### config.mk
export PLATFORM = sky130hd
export DESIGN_NAME = parking_occupancy_ctrl_flat
export DESIGN_NICKNAME = d
export VERILOG_FILES = /design/src/rtl/parking_pkg.sv /design/src/rtl/parking_occupancy_ctrl_if.sv /design/src/rtl/lane_dir_fsm.sv /design/src/rtl/parking_occupancy_ctrl.sv /design/src/flat_wrapper.sv
export SDC_FILE = /design/constraint.sdc
export NUM_CORES = 1
export LEC_CHECK = 0
export CAP_MARGIN = 20
export CORE_ASPECT_RATIO = 0.8
export CORE_MARGIN = 4
export CORE_UTILIZATION = 38
export CTS_CLUSTER_DIAMETER = 150
export DETAILED_ROUTE_END_ITERATION = 10
export HOLD_SLACK_MARGIN = 0.12
export PLACE_DENSITY_LB_ADDON = 0.25
export SYNTH_ARGS = -nofsm -noshare
export SYNTH_HDL_FRONTEND = slang
export SYNTH_HIERARCHICAL = 1
export SYNTH_SLANG_ARGS = --single-unit
### constraint.sdc
create_clock -name clk -period 2.8 [get_ports clk]
set_input_delay 0.56 -clock clk [delete_from_list [all_inputs] [get_ports clk]]
set_output_delay 0.56 -clock clk [all_outputs]
set_load 0.02 [all_outputs]
### src/rtl/parking_pkg.sv
// Shared types for the parking occupancy controller: lane FSM states,
// sensor codes (written {a,b}) and a small popcount helper.
package parking_pkg;

  typedef enum logic [2:0] {
    ST_IDLE  = 3'd0,
    ST_EN1   = 3'd1,
    ST_EN2   = 3'd2,
    ST_EN3   = 3'd3,
    ST_EX1   = 3'd4,
    ST_EX2   = 3'd5,
    ST_EX3   = 3'd6,
    ST_ABORT = 3'd7
  } lane_state_e;

  localparam logic [1:0] SNS_NONE = 2'b00;
  localparam logic [1:0] SNS_B    = 2'b01;
  localparam logic [1:0] SNS_A    = 2'b10;
  localparam logic [1:0] SNS_AB   = 2'b11;

  function automatic logic [3:0] popcount8(input logic [7:0] v);
    logic [3:0] n;
    n = '0;
    for (int i = 0; i < 8; i++) begin
      n = n + {3'b000, v[i]};
    end
    return n;
  endfunction

endpackage

### src/rtl/parking_occupancy_ctrl_if.sv
// Sensor inputs, clear and occupancy outputs of the parking controller,
// bundled so the top level and its environment share one port list.
interface parking_occupancy_ctrl_if #(
  parameter int NUM_LANES = 2,
  parameter int CNT_W     = 3
);

  logic [NUM_LANES-1:0] a;
  logic [NUM_LANES-1:0] b;
  logic                 clr;
  logic [CNT_W-1:0]     count;
  logic                 full;
  logic                 empty;
  logic [NUM_LANES-1:0] entry_pulse;
  logic [NUM_LANES-1:0] exit_pulse;
  logic                 seq_err;
  logic                 sat_err;

  modport master (
    output a, b, clr,
    input  count, full, empty, entry_pulse, exit_pulse, seq_err, sat_err
  );

  modport slave (
    input  a, b, clr,
    output count, full, empty, entry_pulse, exit_pulse, seq_err, sat_err
  );

endinterface

### src/rtl/lane_dir_fsm.sv
// One sensor lane: 2-FF synchroniser and debouncer per sensor, then a
// direction FSM with a per-state timeout. Outputs are registered 1-cycle pulses.
module lane_dir_fsm
  import parking_pkg::*;
#(
  parameter int DEB_CYCLES = 4,
  parameter int SEQ_TMO    = 1024
) (
  input  logic clk,
  input  logic reset,
  input  logic a_raw,
  input  logic b_raw,
  output logic entry,
  output logic exit,
  output logic err
);

  localparam int DCW = $clog2(DEB_CYCLES + 1);
  localparam int TW  = $clog2(SEQ_TMO + 1);

  logic [1:0] sns_raw;
  logic [1:0] sns_deb;

  assign sns_raw = {a_raw, b_raw};

  genvar gi;
  for (gi = 0; gi < 2; gi++) begin : g_cond
    logic           sync1_q, sync1_d;
    logic           sync2_q, sync2_d;
    logic           lvl_q, lvl_d;
    logic [DCW-1:0] cnt_q, cnt_d;

    always_ff @(posedge clk or negedge reset) begin
      if (!reset) begin
        sync1_q <= 1'b0;
        sync2_q <= 1'b0;
        lvl_q   <= 1'b0;
        cnt_q   <= '0;
      end else begin
        sync1_q <= sync1_d;
        sync2_q <= sync2_d;
        lvl_q   <= lvl_d;
        cnt_q   <= cnt_d;
      end
    end

    // cnt_q counts consecutive samples that disagree with the accepted level
    always_comb begin
      sync1_d = sns_raw[gi];
      sync2_d = sync1_q;
      lvl_d   = lvl_q;
      cnt_d   = '0;
      if (sync2_q != lvl_q) begin
        if (int'(cnt_q) >= DEB_CYCLES - 1) begin
          lvl_d = sync2_q;
        end else begin
          cnt_d = cnt_q + 1'b1;
        end
      end
    end

    assign sns_deb[gi] = lvl_q;
  end

  lane_state_e   state_q, state_d;
  logic [TW-1:0] tmo_cnt_q, tmo_cnt_d;
  logic          entry_q, entry_d;
  logic          exit_q, exit_d;
  logic          err_q, err_d;
  logic          tmo_hit;

  always_ff @(posedge clk or negedge reset) begin
    if (!reset) begin
      state_q   <= ST_IDLE;
      tmo_cnt_q <= '0;
      entry_q   <= 1'b0;
      exit_q    <= 1'b0;
      err_q     <= 1'b0;
    end else begin
      state_q   <= state_d;
      tmo_cnt_q <= tmo_cnt_d;
      entry_q   <= entry_d;
      exit_q    <= exit_d;
      err_q     <= err_d;
    end
  end

  assign tmo_hit = (state_q != ST_IDLE) && (state_q != ST_ABORT) &&
                   (int'(tmo_cnt_q) >= SEQ_TMO - 1);

  always_comb begin
    state_d = state_q;
    unique case (state_q)
      ST_IDLE: begin
        if (sns_deb == SNS_A)       state_d = ST_EN1;
        else if (sns_deb == SNS_B)  state_d = ST_EX1;
        else if (sns_deb == SNS_AB) state_d = ST_ABORT;
      end
      ST_EN1: begin
        if (sns_deb == SNS_AB)        state_d = ST_EN2;
        else if (sns_deb == SNS_NONE) state_d = ST_IDLE;
        else if (sns_deb == SNS_B)    state_d = ST_ABORT;
      end
      ST_EN2: begin
        if (sns_deb == SNS_B)         state_d = ST_EN3;
        else if (sns_deb == SNS_A)    state_d = ST_EN1;
        else if (sns_deb == SNS_NONE) state_d = ST_ABORT;
      end
      ST_EN3: begin
        if (sns_deb == SNS_NONE)      state_d = ST_IDLE;
        else if (sns_deb == SNS_AB)   state_d = ST_EN2;
        else if (sns_deb == SNS_A)    state_d = ST_ABORT;
      end
      ST_EX1: begin
        if (sns_deb == SNS_AB)        state_d = ST_EX2;
        else if (sns_deb == SNS_NONE) state_d = ST_IDLE;
        else if (sns_deb == SNS_A)    state_d = ST_ABORT;
      end
      ST_EX2: begin
        if (sns_deb == SNS_A)         state_d = ST_EX3;
        else if (sns_deb == SNS_B)    state_d = ST_EX1;
        else if (sns_deb == SNS_NONE) state_d = ST_ABORT;
      end
      ST_EX3: begin
        if (sns_deb == SNS_NONE)      state_d = ST_IDLE;
        else if (sns_deb == SNS_AB)   state_d = ST_EX2;
        else if (sns_deb == SNS_B)    state_d = ST_ABORT;
      end
      ST_ABORT: begin
        if (sns_deb == SNS_NONE)      state_d = ST_IDLE;
      end
      default: state_d = ST_IDLE;
    endcase
    // a legal move in the expiring cycle still wins over the timeout
    if (tmo_hit && (state_d == state_q)) begin
      state_d = ST_ABORT;
    end
  end

  always_comb begin
    entry_d   = (state_q == ST_EN3) && (sns_deb == SNS_NONE);
    exit_d    = (state_q == ST_EX3) && (sns_deb == SNS_NONE);
    err_d     = (state_d == ST_ABORT) && (state_q != ST_ABORT);
    tmo_cnt_d = '0;
    if ((state_d == state_q) && (state_q != ST_IDLE) && (state_q != ST_ABORT)) begin
      tmo_cnt_d = tmo_cnt_q + 1'b1;
    end
  end

  assign entry = entry_q;
  assign exit  = exit_q;
  assign err   = err_q;

endmodule

### src/rtl/parking_occupancy_ctrl.sv
// Multi-lane occupancy controller: one lane_dir_fsm per sensor pair feeding a
// saturating occupancy counter with full/empty and sticky error flags.
module parking_occupancy_ctrl
  import parking_pkg::*;
#(
  parameter int NUM_LANES  = 2,
  parameter int CAPACITY   = 7,
  parameter int CNT_W      = 3,
  parameter int DEB_CYCLES = 4,
  parameter int SEQ_TMO    = 1024
) (
  input  logic                   clk,
  input  logic                   reset,
  parking_occupancy_ctrl_if.slave bus
);

  localparam int                     SW    = CNT_W + 4;
  localparam logic signed [SW-1:0]   CAP_S = SW'(CAPACITY);
  localparam logic [CNT_W-1:0]       CAP_C = CNT_W'(CAPACITY);

  logic [NUM_LANES-1:0] lane_entry, lane_exit, lane_err;
  logic [NUM_LANES-1:0] entry_pulse_q, entry_pulse_d;
  logic [NUM_LANES-1:0] exit_pulse_q, exit_pulse_d;
  logic [CNT_W-1:0]     count_q, count_d;
  logic                 full_q, full_d;
  logic                 empty_q, empty_d;
  logic                 seq_err_q, seq_err_d;
  logic                 sat_err_q, sat_err_d;
  logic [3:0]           n_in, n_out;
  logic signed [SW-1:0] sum;
  logic                 clamp;

  genvar gi;
  for (gi = 0; gi < NUM_LANES; gi++) begin : g_lane
    lane_dir_fsm #(
      .DEB_CYCLES (DEB_CYCLES),
      .SEQ_TMO    (SEQ_TMO)
    ) u_lane (
      .clk   (clk),
      .reset (reset),
      .a_raw (bus.a[gi]),
      .b_raw (bus.b[gi]),
      .entry (lane_entry[gi]),
      .exit  (lane_exit[gi]),
      .err   (lane_err[gi])
    );
  end

  always_ff @(posedge clk or negedge reset) begin
    if (!reset) begin
      entry_pulse_q <= '0;
      exit_pulse_q  <= '0;
      count_q       <= '0;
      full_q        <= 1'b0;
      empty_q       <= 1'b1;
      seq_err_q     <= 1'b0;
      sat_err_q     <= 1'b0;
    end else begin
      entry_pulse_q <= entry_pulse_d;
      exit_pulse_q  <= exit_pulse_d;
      count_q       <= count_d;
      full_q        <= full_d;
      empty_q       <= empty_d;
      seq_err_q     <= seq_err_d;
      sat_err_q     <= sat_err_d;
    end
  end

  always_comb begin
    entry_pulse_d = lane_entry;
    exit_pulse_d  = lane_exit;
    n_in  = popcount8(8'(entry_pulse_q));
    n_out = popcount8(8'(exit_pulse_q));
    // widened signed sum so simultaneous entries/exits net out before clamping
    sum = $signed({4'b0000, count_q})
        + $signed({{CNT_W{1'b0}}, n_in})
        - $signed({{CNT_W{1'b0}}, n_out});
    clamp   = 1'b0;
    count_d = sum[CNT_W-1:0];
    if (sum > CAP_S) begin
      count_d = CAP_C;
      clamp   = 1'b1;
    end else if (sum[SW-1]) begin
      count_d = '0;
      clamp   = 1'b1;
    end
    seq_err_d = seq_err_q | (|lane_err);
    sat_err_d = sat_err_q | clamp;
    if (bus.clr) begin
      count_d   = '0;
      seq_err_d = 1'b0;
      sat_err_d = 1'b0;
    end
    full_d  = (count_d == CAP_C);
    empty_d = (count_d == '0);
  end

  assign bus.entry_pulse = entry_pulse_q;
  assign bus.exit_pulse  = exit_pulse_q;
  assign bus.count       = count_q;
  assign bus.full        = full_q;
  assign bus.empty       = empty_q;
  assign bus.seq_err     = seq_err_q;
  assign bus.sat_err     = sat_err_q;

endmodule

### src/flat_wrapper.sv
// flat-port wrapper written by rule: the top's interface ports become plain ports
module parking_occupancy_ctrl_flat import parking_pkg::*;
#(
  parameter int NUM_LANES  = 2,
  parameter int CAPACITY   = 7,
  parameter int CNT_W      = 3,
  parameter int DEB_CYCLES = 4,
  parameter int SEQ_TMO    = 1024
)
  (clk, reset, bus_a, bus_b, bus_clr, bus_count, bus_full, bus_empty, bus_entry_pulse, bus_exit_pulse, bus_seq_err, bus_sat_err);
  parking_occupancy_ctrl_if #(.NUM_LANES(NUM_LANES), .CNT_W(CNT_W)) bus_i ();
  input  logic clk;
  input  logic reset;
  input wire logic [$bits(bus_i.a)-1:0] bus_a;
  input wire logic [$bits(bus_i.b)-1:0] bus_b;
  input wire logic [$bits(bus_i.clr)-1:0] bus_clr;
  output wire logic [$bits(bus_i.count)-1:0] bus_count;
  output wire logic [$bits(bus_i.full)-1:0] bus_full;
  output wire logic [$bits(bus_i.empty)-1:0] bus_empty;
  output wire logic [$bits(bus_i.entry_pulse)-1:0] bus_entry_pulse;
  output wire logic [$bits(bus_i.exit_pulse)-1:0] bus_exit_pulse;
  output wire logic [$bits(bus_i.seq_err)-1:0] bus_seq_err;
  output wire logic [$bits(bus_i.sat_err)-1:0] bus_sat_err;
  assign bus_i.a = bus_a;
  assign bus_i.b = bus_b;
  assign bus_i.clr = bus_clr;
  assign bus_count = bus_i.count;
  assign bus_full = bus_i.full;
  assign bus_empty = bus_i.empty;
  assign bus_entry_pulse = bus_i.entry_pulse;
  assign bus_exit_pulse = bus_i.exit_pulse;
  assign bus_seq_err = bus_i.seq_err;
  assign bus_sat_err = bus_i.sat_err;
  parking_occupancy_ctrl #(.NUM_LANES(NUM_LANES), .CAPACITY(CAPACITY), .CNT_W(CNT_W), .DEB_CYCLES(DEB_CYCLES), .SEQ_TMO(SEQ_TMO)) u_core (.clk(clk), .reset(reset), .bus(bus_i));
endmodule
# Word-level counts from Yosys, hierarchy flattened
# Index checks and enable logic that the tools add are counted.
# Widths: inputs -> output; s select.
totals:
  regBits: 69
  elab_cells: 172
classes:
  n_addsub: 10
  order_cmp: 7
  n_eq_ne: 33
  n_mux: 59
  bitwise: 2
  reduce_logical: 28
ops:
  columns: ["op", "n"]
  rows:
  - ["$mux 3", 51]
  - ["$pmux 3 s8", 2]
  - ["$eq 3x3->1 const B", 11]
  - ["$add 11x1->11 const B", 2]
  - ["$ge 11x10->1 const B", 2]
  - ["$mux 11", 2]
  - ["$logic_and 1x1->1", 16]
  - ["$add 3x1->3 const B", 4]
  - ["$eq 3x2->1 const B", 4]
  - ["$eq 3x3->1", 4]
  - ["$ge 3x2->1 const B", 4]
  - ["$logic_not 3->1", 3]
  - ["$eq 2x2->1 const B", 4]
  - ["$reduce_and 2->1", 4]
  - ["$gt 7x4->1 const B", 1]
  - ["$sub 7x5->7", 1]
  - ["$eq 3x1->1 const B", 2]
  - ["$ne 3x3->1 const B", 2]
  - ["$reduce_bool 3->1", 2]
  - ["$add 3x4->5", 1]
  - ["$add 1x1->2", 2]
  - ["$eq 2x1->1 const B", 2]
  - ["$logic_not 2->1", 2]
  - ["$mux 1", 4]
  - ["3 further kinds", 7]

# Logic depth before layout (Yosys ltp)
# Gate-level depths: netlist (run 1).
depth:
  depth_word: 12
  ltp_mapped: 10
  ltp_nobuf: 10

# Cells and area by module
# The synthesis (run 1) kept the hierarchy.
modules_own_cells:
  columns: ["module", "instances", "cells_each", "area_each_um2", "seq_area_each_um2"]
  rows:
  - ["lane_dir_fsm", 2, 159, 1652.8, 725.7]
  - ["parking_occupancy_ctrl", 1, 45, 546.8, 276.5]

# Worst setup path after synthesis (run 1)
# No wires, ideal clock.
synth_path:
  kind: "register -> register"
  from: "register u_core.exit_pulse_q[0], in the netlist u_core/bus.exit_pulse[0]"
  to: "register u_core.sat_err_q, in the netlist u_core/bus.sat_err"
  setup_ns: 0.119
  t_arrival_ns: 2.313
  required_time_ns: 2.681
  path_slack_ns: 0.368
  stages_incl_launch_ff: 11
  n_path_buf: 0
  synth_period_minus_slack_ns: 2.432
  cell_sequence: "dfrtp_1 -> inv_1 -> fa_1 -> inv_1 -> fa_1 -> inv_1 -> ha_1 -> fa_1 -> xor2_2 -> nand2b_1 -> o21ba_2"
synth_between:
  elab_chain_len: 6
  word_cells_on_any_way: 7
  classes_between: "add/sub: 2; order compare: 1; mux: 3; bitwise: 1"
synth_lines:
  columns: ["item", "line", "source"]
  rows:
  - ["start: declaration", "parking_occupancy_ctrl.sv:23", "logic [NUM_LANES-1:0] exit_pulse_q, exit_pulse_d;"]
  - ["start signal: assignment", "parking_occupancy_ctrl.sv:60", "exit_pulse_q <= exit_pulse_d;"]
  - ["$add 1x1->2 *", "parking_pkg.sv:25", "n = n + {3'b000, v[i]};"]
  - ["$sub 7x5->7 *", "parking_occupancy_ctrl.sv:77", "- $signed({{CNT_W{1'b0}}, n_out});"]
  - ["$gt 7x4->1 / $mux 1 (equally long branches)", "parking_occupancy_ctrl.sv:80, parking_occupancy_ctrl.sv:83", null]
  - ["$mux 1 *", "parking_occupancy_ctrl.sv:80", "if (sum > CAP_S) begin"]
  - ["$or 1x1->1 *", "parking_occupancy_ctrl.sv:88", "sat_err_d = sat_err_q | clamp;"]
  - ["$mux 1 *", "parking_occupancy_ctrl.sv:89", "if (bus.clr) begin"]
  - ["net u_core.sat_err_d", "parking_occupancy_ctrl.sv:28", "logic sat_err_q, sat_err_d;"]
  - ["end signal: assignment", "parking_occupancy_ctrl.sv:65", "sat_err_q <= sat_err_d;"]
  - ["end: declaration", "parking_occupancy_ctrl.sv:28", null]
# The timed path passes the listed nets; every way through them passes the cells marked *.
# A chain may end at the register's enable or synchronous reset.

# Worst setup path in the final report (run 1)
layout_path:
  from: "register u_core.entry_pulse_q[0], in the netlist u_core/bus.entry_pulse[0]"
  to: "register u_core.full_q, in the netlist u_core/bus.full"
layout_between:
  elab_chain_len: 7
  word_cells_on_any_way: 8
  classes_between: "add/sub: 3; order compare: 1; eq/ne: 1; mux: 3"
layout_lines:
  columns: ["item", "line", "source"]
  rows:
  - ["start: declaration", "parking_occupancy_ctrl.sv:22", "logic [NUM_LANES-1:0] entry_pulse_q, entry_pulse_d;"]
  - ["start signal: assignment", "parking_occupancy_ctrl.sv:59", "entry_pulse_q <= entry_pulse_d;"]
  - ["$add 1x1->2 *", "parking_pkg.sv:25", null]
  - ["$add 3x4->5 *", "parking_occupancy_ctrl.sv:76", "+ $signed({{CNT_W{1'b0}}, n_in})"]
  - ["$sub 7x5->7 *", "parking_occupancy_ctrl.sv:77", null]
  - ["$gt 7x4->1 / $mux 3 (equally long branches)", "parking_occupancy_ctrl.sv:80, parking_occupancy_ctrl.sv:83", null]
  - ["$mux 3 *", "parking_occupancy_ctrl.sv:80", null]
  - ["$mux 3 *", "parking_occupancy_ctrl.sv:89", null]
  - ["$eq 3x3->1 *", "parking_occupancy_ctrl.sv:94", "full_d = (count_d == CAP_C);"]
  - ["net u_core.full_d", "parking_occupancy_ctrl.sv:25", "logic full_q, full_d;"]
  - ["end signal: assignment", "parking_occupancy_ctrl.sv:62", "full_q <= full_d;"]
  - ["end: declaration", "parking_occupancy_ctrl.sv:25", null]
# Marked as above.

==> run_results.csv, run 1 <==
group,metric,value,unit
clock_tree,h-tree-depth,3,
worst_setup_path,arrival,2.70,ns
clock_tree,clkSinkCount,69,
worst_setup_path,critPathSlowestCell,"fa_1",
clock_tree,cts_inserted_buffers,9,
drt,via_per_inst,5.16,
sta,slew_headroom,43.8,%
drt,drc,0,
sta,tightest_slew,0.839,ns
power,p_leak,1.84,nW
synth,synth_seq_cells,69,
global_routing,grt_use_total,13.1,%
global_routing,grt_overflow,0,
placement,hpwl,4.77,mm
floorplan,start_util,39.4,%
synth,syn_area,3850,sq um
clock_tree,cts_tree,"built",
synth,synth_top_cell_by_area,"dfrtp_1",
layout,nets,399,
clock_tree,clkLatencyLatePin,0.33,ns
synth,synth-edff-count,0,
power,p_switching,1.79,mW
power,power,4.54,mW
drt,drtIter0Drc,150,
worst_setup_path,start_kind,"register",
sta,hold_violations,0,
synth,yosysMostFrequentCell,"dfrtp_1",
power,cellPowerDensity,1030,nW/um^2
global_routing,antenna_found_initial,0,
synth,synth_flop_cell,"dfrtp_1",
synth,synth_top_area_share,44.2,%
sta,hold_slack,0.245,ns
power,peakVddDrop,0.000535,V
global_routing,grt_pass1_vias,2628,
sta,timing.final.crit_share,88.8,%
sta,final.min_clock_period,2.49,ns
layout,antenna_cells,0,
clock_tree,cts_root_buf,"clkbuf_16",
synth,netlist_top_cells_count,"dfrtp_1 (68), a211oi_1 (26), inv_1 (26)",
drt,dr.pass1.iters,4,
placement,globalplace.congestion,0.744,
power,cell_internal_pwr,2.76,mW
synth,synth_area_leaders,"dfrtp_1 (44%), a211oi_1 (5.1%), ha_1 (4.5%), xnor2_1 (3.6%), inv_1 (2.5%)",
sta,max_freq,0.402,GHz
clock_tree,path_clk_slew,0.05,ns
sta,finalSetupTns,0,ns
floorplan,die_h,98.1,um
synth,ys_seq_area_share,44.9,%
drt,wl_per_cell,13.7,um
power,p_comb_share,40.5,%
drt,vias,2657,
worst_setup_path,r2r-start,"u_core/bus.entry_pulse[0]$_DFF_PN0_",
synth,synth-async-reset-ratio,100,%
synth,postSynthCellCount,363,
worst_setup_path,max_stage_delay,0.54,ns
sta,grt_setup_unrepaired,"no",
layout,synthToLayoutAreaGrowth,14.4,%
layout,stdcell_count,515,
layout,drive_gt1_share,11.6,%
clock_tree,cts_hold_buf,0,
clock_tree,clockBufferDepth,2,
run_status,outcome,"complete, no violations",
placement,io_buffer_count,17,
worst_setup_path,cp_common_cell,"fa_1",
worst_setup_path,crit_path_end_kind,"register",
power,p_seq_share,36.1,%
worst_hold_path,min_path_type,"in -> async",
floorplan,die-area,11800,sq um
floorplan,io_pins,18,
worst_setup_path,reg2reg_to,"u_core/bus.full$_DFF_PN0_",
sta,final-max-slew-violation-count,0,
floorplan,core.rowCount,32,
global_routing,grt_first_pass_wirelength,12.4,mm
worst_setup_path,crit_fanout,5,
clock_tree,postCtsSetupRepairBufs,0,
floorplan,core,9770,sq um
power,switching_share,39.3,%
worst_setup_path,crit_type,"reg -> reg",
synth,syn_area_per_cell,10.6,sq um
floorplan,chipWidth,121,um
worst_setup_path,crit_chain,"fa_1 > inv_1 > fa_1 > inv_1 > ha_1 > fa_1 > xor2_2 > o21ai_1 > and3_1",
sta,skew,0.00298,ns
placement,dp.cells,499,
power,p_clk_share,23.4,%
worst_setup_path,reg2reg_depth,9,
job,drv_cap,0,
clock_tree,cts_resized,0,
worst_setup_path,rrSetupSlack,0.31,ns
drt,wirelength,7.06,mm
synth,syn_nets,388,
synth,synth_warnings,6,
synth,ys_types,53,
worst_setup_path,cp_data_required_time,3.02,ns
drt,antenna_left,0,
sta,setup_viol,0,
global_routing,grt_max_degree,70,
## cell families after synthesis
| kind of cell | after synthesis | synth area share [%] |
|---|---|---|
| adder cells (fa/ha/maj) | 18 | 6.63 |
| AND/OR/NAND/NOR | 115 | 18.0 |
| other | 2 | 0.195 |
| flip-flops | 69 | 44.9 |
| XOR/XNOR | 25 | 5.88 |
| multiplexers | 10 | 2.73 |
| AO/OA/AOI/OAI | 78 | 16.6 |
| buffers and inverters | 46 | 5.13 |
## layer usage
layer	vias to the layer above	track usage [%]	share of wire (%)
li1	1311	-	-
met5	-	0	0
met3	9	4.00	3.8
met4	0	6.10	1.7
met1	1298	18.3	50
met2	39	18.5	44
## cell type report
class / instances / area [sq um]
Clock inverter: 1 / 5.00
Sequential cell: 69 / 1730
Inverter: 26 / 97.6
Timing Repair Buffer: 20 / 200
Tap cell: 136 / 170
Multi-Input combinational cell: 248 / 1930
Clock buffer: 15 / 278
Fill cell: 963 / 5360
## metrics by stage
step	cell area, sq um	worst slack (ns)	utilization [%]
2_1_floorplan	3850	0.368	-
3_3_place_gp	4120	0.395	42.2
3_5_place_dp	4120	0.304	42.2
4_1_cts	4410	0.293	45.1
5_1_grt	4410	0.125	45.1
6_report	4410	0.313	45.1
## critical path: cells and delay by family (launching register included)
| family | cells | cell delay (ns) |
|---|---|---|
| adder cells (fa/ha/maj) | 4 | 1.33 |
| AO/OA/AOI/OAI | 1 | 0.10 |
| AND/OR/NAND/NOR | 1 | 0.19 |
| buffers and inverters | 2 | 0.11 |
| flip-flops | 1 | 0.40 |
| XOR/XNOR | 1 | 0.23 |
## layout by cell type, fill, tap and decap left out, types with 13 or more instances in the layout
| master | Yosys | final |
|---|---|---|
| nor2_1 | 18 | 18 |
| inv_1 | 26 | 26 |
| dfrtp_1 | 68 | 68 |
| xnor2_1 | 16 | 16 |
| a211oi_1 | 26 | 26 |
| clkdlybuf4s50_1 | 0 | 16 |
| ha_1 | 14 | 14 |
| nand2b_1 | 15 | 15 |
| nand3_1 | 13 | 13 |
| nand2_1 | 18 | 18 |
## worst max-delay path by stage
stage               cells past startpoint                      endpoint                           startpoint  slack [ns]
finish                                  9     u_core/bus.full$_DFF_PN0_  u_core/bus.entry_pulse[0]$_DFF_PN0_        0.31
global route                            9     u_core/bus.full$_DFF_PN0_  u_core/bus.entry_pulse[0]$_DFF_PN0_        0.13
CTS                                     9     u_core/bus.full$_DFF_PN0_  u_core/bus.entry_pulse[0]$_DFF_PN0_        0.29
detailed placement                      9     u_core/bus.full$_DFF_PN0_  u_core/bus.entry_pulse[0]$_DFF_PN0_        0.30
global placement                        9  u_core/bus.sat_err$_DFF_PN0_  u_core/bus.entry_pulse[0]$_DFF_PN0_        0.40
floorplan                              10  u_core/bus.sat_err$_DFF_PN0_   u_core/bus.exit_pulse[0]$_DFF_PN0_        0.37
## flip-flops by register name, indices dropped and copies added (netlist names)
register and count:
u_core/g_lane.u_lane/tmo_cnt_q 22, u_core/g_lane.u_lane/g_cond.cnt_q 12, u_core/g_lane.u_lane/state_q 6, u_core/g_lane.u_lane/g_cond.lvl_q 4, u_core/g_lane.u_lane/g_cond.sync1_q 4, u_core/g_lane.u_lane/g_cond.sync2_q 4
u_core/bus.count 3, u_core/bus.entry_pulse 2, u_core/bus.exit_pulse 2, u_core/g_lane.u_lane/entry 2, u_core/g_lane.u_lane/err 2, u_core/g_lane.u_lane/exit 2
u_core/bus.empty 1, u_core/bus.full 1, u_core/bus.sat_err 1, u_core/bus.seq_err 1
## power groups by stage
stage          Combinational (mW)  Sequential [mW]  Clock (mW)
3_5_place_dp                 1.84             1.65           0
5_1_grt                      2.06             1.70        1.16
4_1_cts                      1.86             1.63        1.11
2_1_floorplan                1.67             1.39           0
6_report                     1.84             1.64        1.06
3_3_place_gp                 1.80             1.65           0
Note: power is estimated with default switching activity, not from simulation.
==> run 2: changes to the inputs <==
Settings changed: DONT_BUFFER_PORTS set to 1, MAX_ROUTING_LAYER set to met4, SETUP_SLACK_MARGIN set to 0.4.
==> run 2 against run 1 <==
  * Count of clock-buffer cells in the layout shrank 5
  * Highest routed layer unchanged
  * Hold slack lost 0.14 ns
  * Flip-flop and latch count is the same
  * Maximum frequency grew 5.0%
  * Combinational power shrank 3%
==> run_results.csv, run 2 (same netlist as run 1, synthesis figures left out) <==
group,metric,value,unit
sta,final-max-slew-violation-count,0,
drt,wl_per_cell,14.2,um
power,cellPowerDensity,1080,nW/um^2
clock_tree,clockBufferDepth,2,
sta,skew,0.00966,ns
worst_setup_path,r2r-start,"u_core/bus.exit_pulse[0]$_DFF_PN0_",
floorplan,start_util,39.4,%
power,peakVddDrop,0.000333,V
global_routing,grt_first_pass_wirelength,12.6,mm
layout,num-fill-cells,941,
layout,synthToLayoutAreaGrowth,13.2,%
clock_tree,cts_root_buf,"clkbuf_16",
sta,tightest_slew,0.712,ns
worst_setup_path,arrival,2.58,ns
layout,multiInputGateArea,1960,sq um
worst_setup_path,crit_path_end_kind,"register",
global_routing,grt_pass1_vias,2593,
worst_setup_path,reg2reg_to,"u_core/bus.sat_err$_DFF_PN0_",
floorplan,die_h,98.1,um
floorplan,chipWidth,121,um
placement,globalplace.congestion,0.775,
worst_setup_path,critPathSlowestCell,"fa_1",
drt,via_per_inst,5.12,
drt,antenna_left,0,
layout,layout_commonest_cell,"dfrtp_1",
sta,slew_headroom,52.5,%
worst_setup_path,cpLargestDelayFamily,"adder cells",
sta,hold_violations,0,
floorplan,core,9770,sq um
placement,io_buffer_count,0,
sta,max_freq,0.422,GHz
global_routing,antenna_found_initial,0,
placement,hpwl,4.77,mm
layout,largestRegisters,"u_core/g_lane.u_lane/tmo_cnt_q: 22 flops, u_core/g_lane.u_lane/g_cond.cnt_q: 12 flops, u_core/g_lane.u_lane/state_q: 6 flops",
clock_tree,h-tree-depth,3,
global_routing,grt_overflow,0,
worst_setup_path,start_kind,"register",
worst_setup_path,max_stage_delay,0.49,ns
floorplan,die-area,11800,sq um
clock_tree,path_clk_slew,0.06,ns
clock_tree,cts_tree,"built",
layout,largest_register_ffs,22,
layout,final_cell_mix,"dfrtp_1 (66), a211oi_1 (25), inv_1 (24), nor2_1 (18), nand2_1 (18)",
clock_tree,clkLatencyLatePin,0.33,ns
clock_tree,cts_inserted_buffers,9,
drt,drtIter0Drc,113,
layout,regArea,1730,sq um
worst_setup_path,crit_chain,"inv_2 > fa_1 > inv_1 > fa_2 > inv_2 > ha_4 > fa_2 > xor2_4 > nand2b_1 > o21ba_2",
power,p_leak,1.82,nW
clock_tree,clkSinkCount,69,
worst_setup_path,crit_fanout,5,
worst_setup_path,cp_data_required_time,3.01,ns
placement,placed_area,3970,sq um
floorplan,core.rowCount,32,
global_routing,grt_use_total,13.7,%
floorplan,io_pins,18,
worst_setup_path,rrSetupSlack,0.43,ns
sta,hold_slack,0.109,ns
worst_setup_path,path_buf_inv,3,
run_status,outcome,"complete, no violations",
layout,drive_gt1_share,16.1,%
worst_setup_path,reg2reg_depth,10,
layout,antenna_cells,0,
drt,drc,0,
drt,vias,2572,
layout,nets,386,
sta,timing.final.crit_share,84.6,%
sta,final.min_clock_period,2.37,ns
layout,regMostFlops,"u_core/g_lane.u_lane/tmo_cnt_q",
sta,setup_viol,0,
layout,finalInstanceArea,4360,sq um
worst_hold_path,min_path_type,"in -> async",
drt,wirelength,7.15,mm
sta,finalSetupTns,0,ns
worst_setup_path,crit_type,"reg -> reg",
sta,grt_setup_unrepaired,"yes",
job,drv_cap,0,
global_routing,grt_max_degree,70,
drt,dr.pass1.iters,4,
[run 2: metrics by stage]
| stage | utilization [%] | total power [mW] | setup slack [ns] | cells |
|---|---|---|---|---|
| floorplan | - | 3.07 | 0.409 | 363 |
| global placement | 40.6 | 3.38 | 0.318 | 484 |
| detailed placement | 40.6 | 3.43 | 0.257 | 484 |
| CTS | 44.6 | 4.74 | 0.388 | 502 |
| global route | 44.6 | 5.08 | 0.323 | 502 |
| finish | 44.6 | 4.71 | 0.432 | 502 |
[run 2: worst max-delay path by stage]
stage	end	slack [ns]	start	cells after the start
2_1_floorplan	u_core/bus.sat_err$_DFF_PN0_	0.41	u_core/bus.entry_pulse[0]$_DFF_PN0_	9
3_3_place_gp	u_core/bus.full$_DFF_PN0_	0.32	u_core/bus.entry_pulse[0]$_DFF_PN0_	9
3_5_place_dp	u_core/bus.full$_DFF_PN0_	0.26	u_core/bus.entry_pulse[0]$_DFF_PN0_	9
4_1_cts	u_core/bus.full$_DFF_PN0_	0.39	u_core/bus.exit_pulse[0]$_DFF_PN0_	10
5_1_grt	u_core/bus.sat_err$_DFF_PN0_	0.32	u_core/bus.exit_pulse[0]$_DFF_PN0_	10
6_report	u_core/bus.sat_err$_DFF_PN0_	0.43	u_core/bus.exit_pulse[0]$_DFF_PN0_	10
[run 2: routing by layer]
metal | global-route usage (%) | share of wire, % | vias up
li1 | - | - | 1288
met1 | 18.9 | 53 | 1239
met2 | 18.8 | 42 | 39
met3 | 4.69 | 4.4 | 6
met4 | 4.18 | 1.1 | 0
met5 | - | 0 | -
[run 2: final cells by class]
class                      instances  area share (%)
clock inverter                     6            1.98
sequential                        69            39.7
tap                              136            3.90
inverter                          26            2.24
clock buffer                      10            5.48
timing repair buffer               7            1.66
multi-input combinational        248            45.1
[run 2: where the power goes]
group          leakage, nW  switching [mW]  internal [mW]
clock network        0.158           0.412          0.801
logic                0.770           0.920          0.858
registers            0.890           0.493           1.22
[run 2: repair_timing]
action,CTS,global route
endpoints found under the setup margin,4,5
setup buffers,1,0
gates cloned,0,0
hold endpoints to repair,69,0
resized for setup,6,2
pin swaps,3,2
hold buffers,1,0
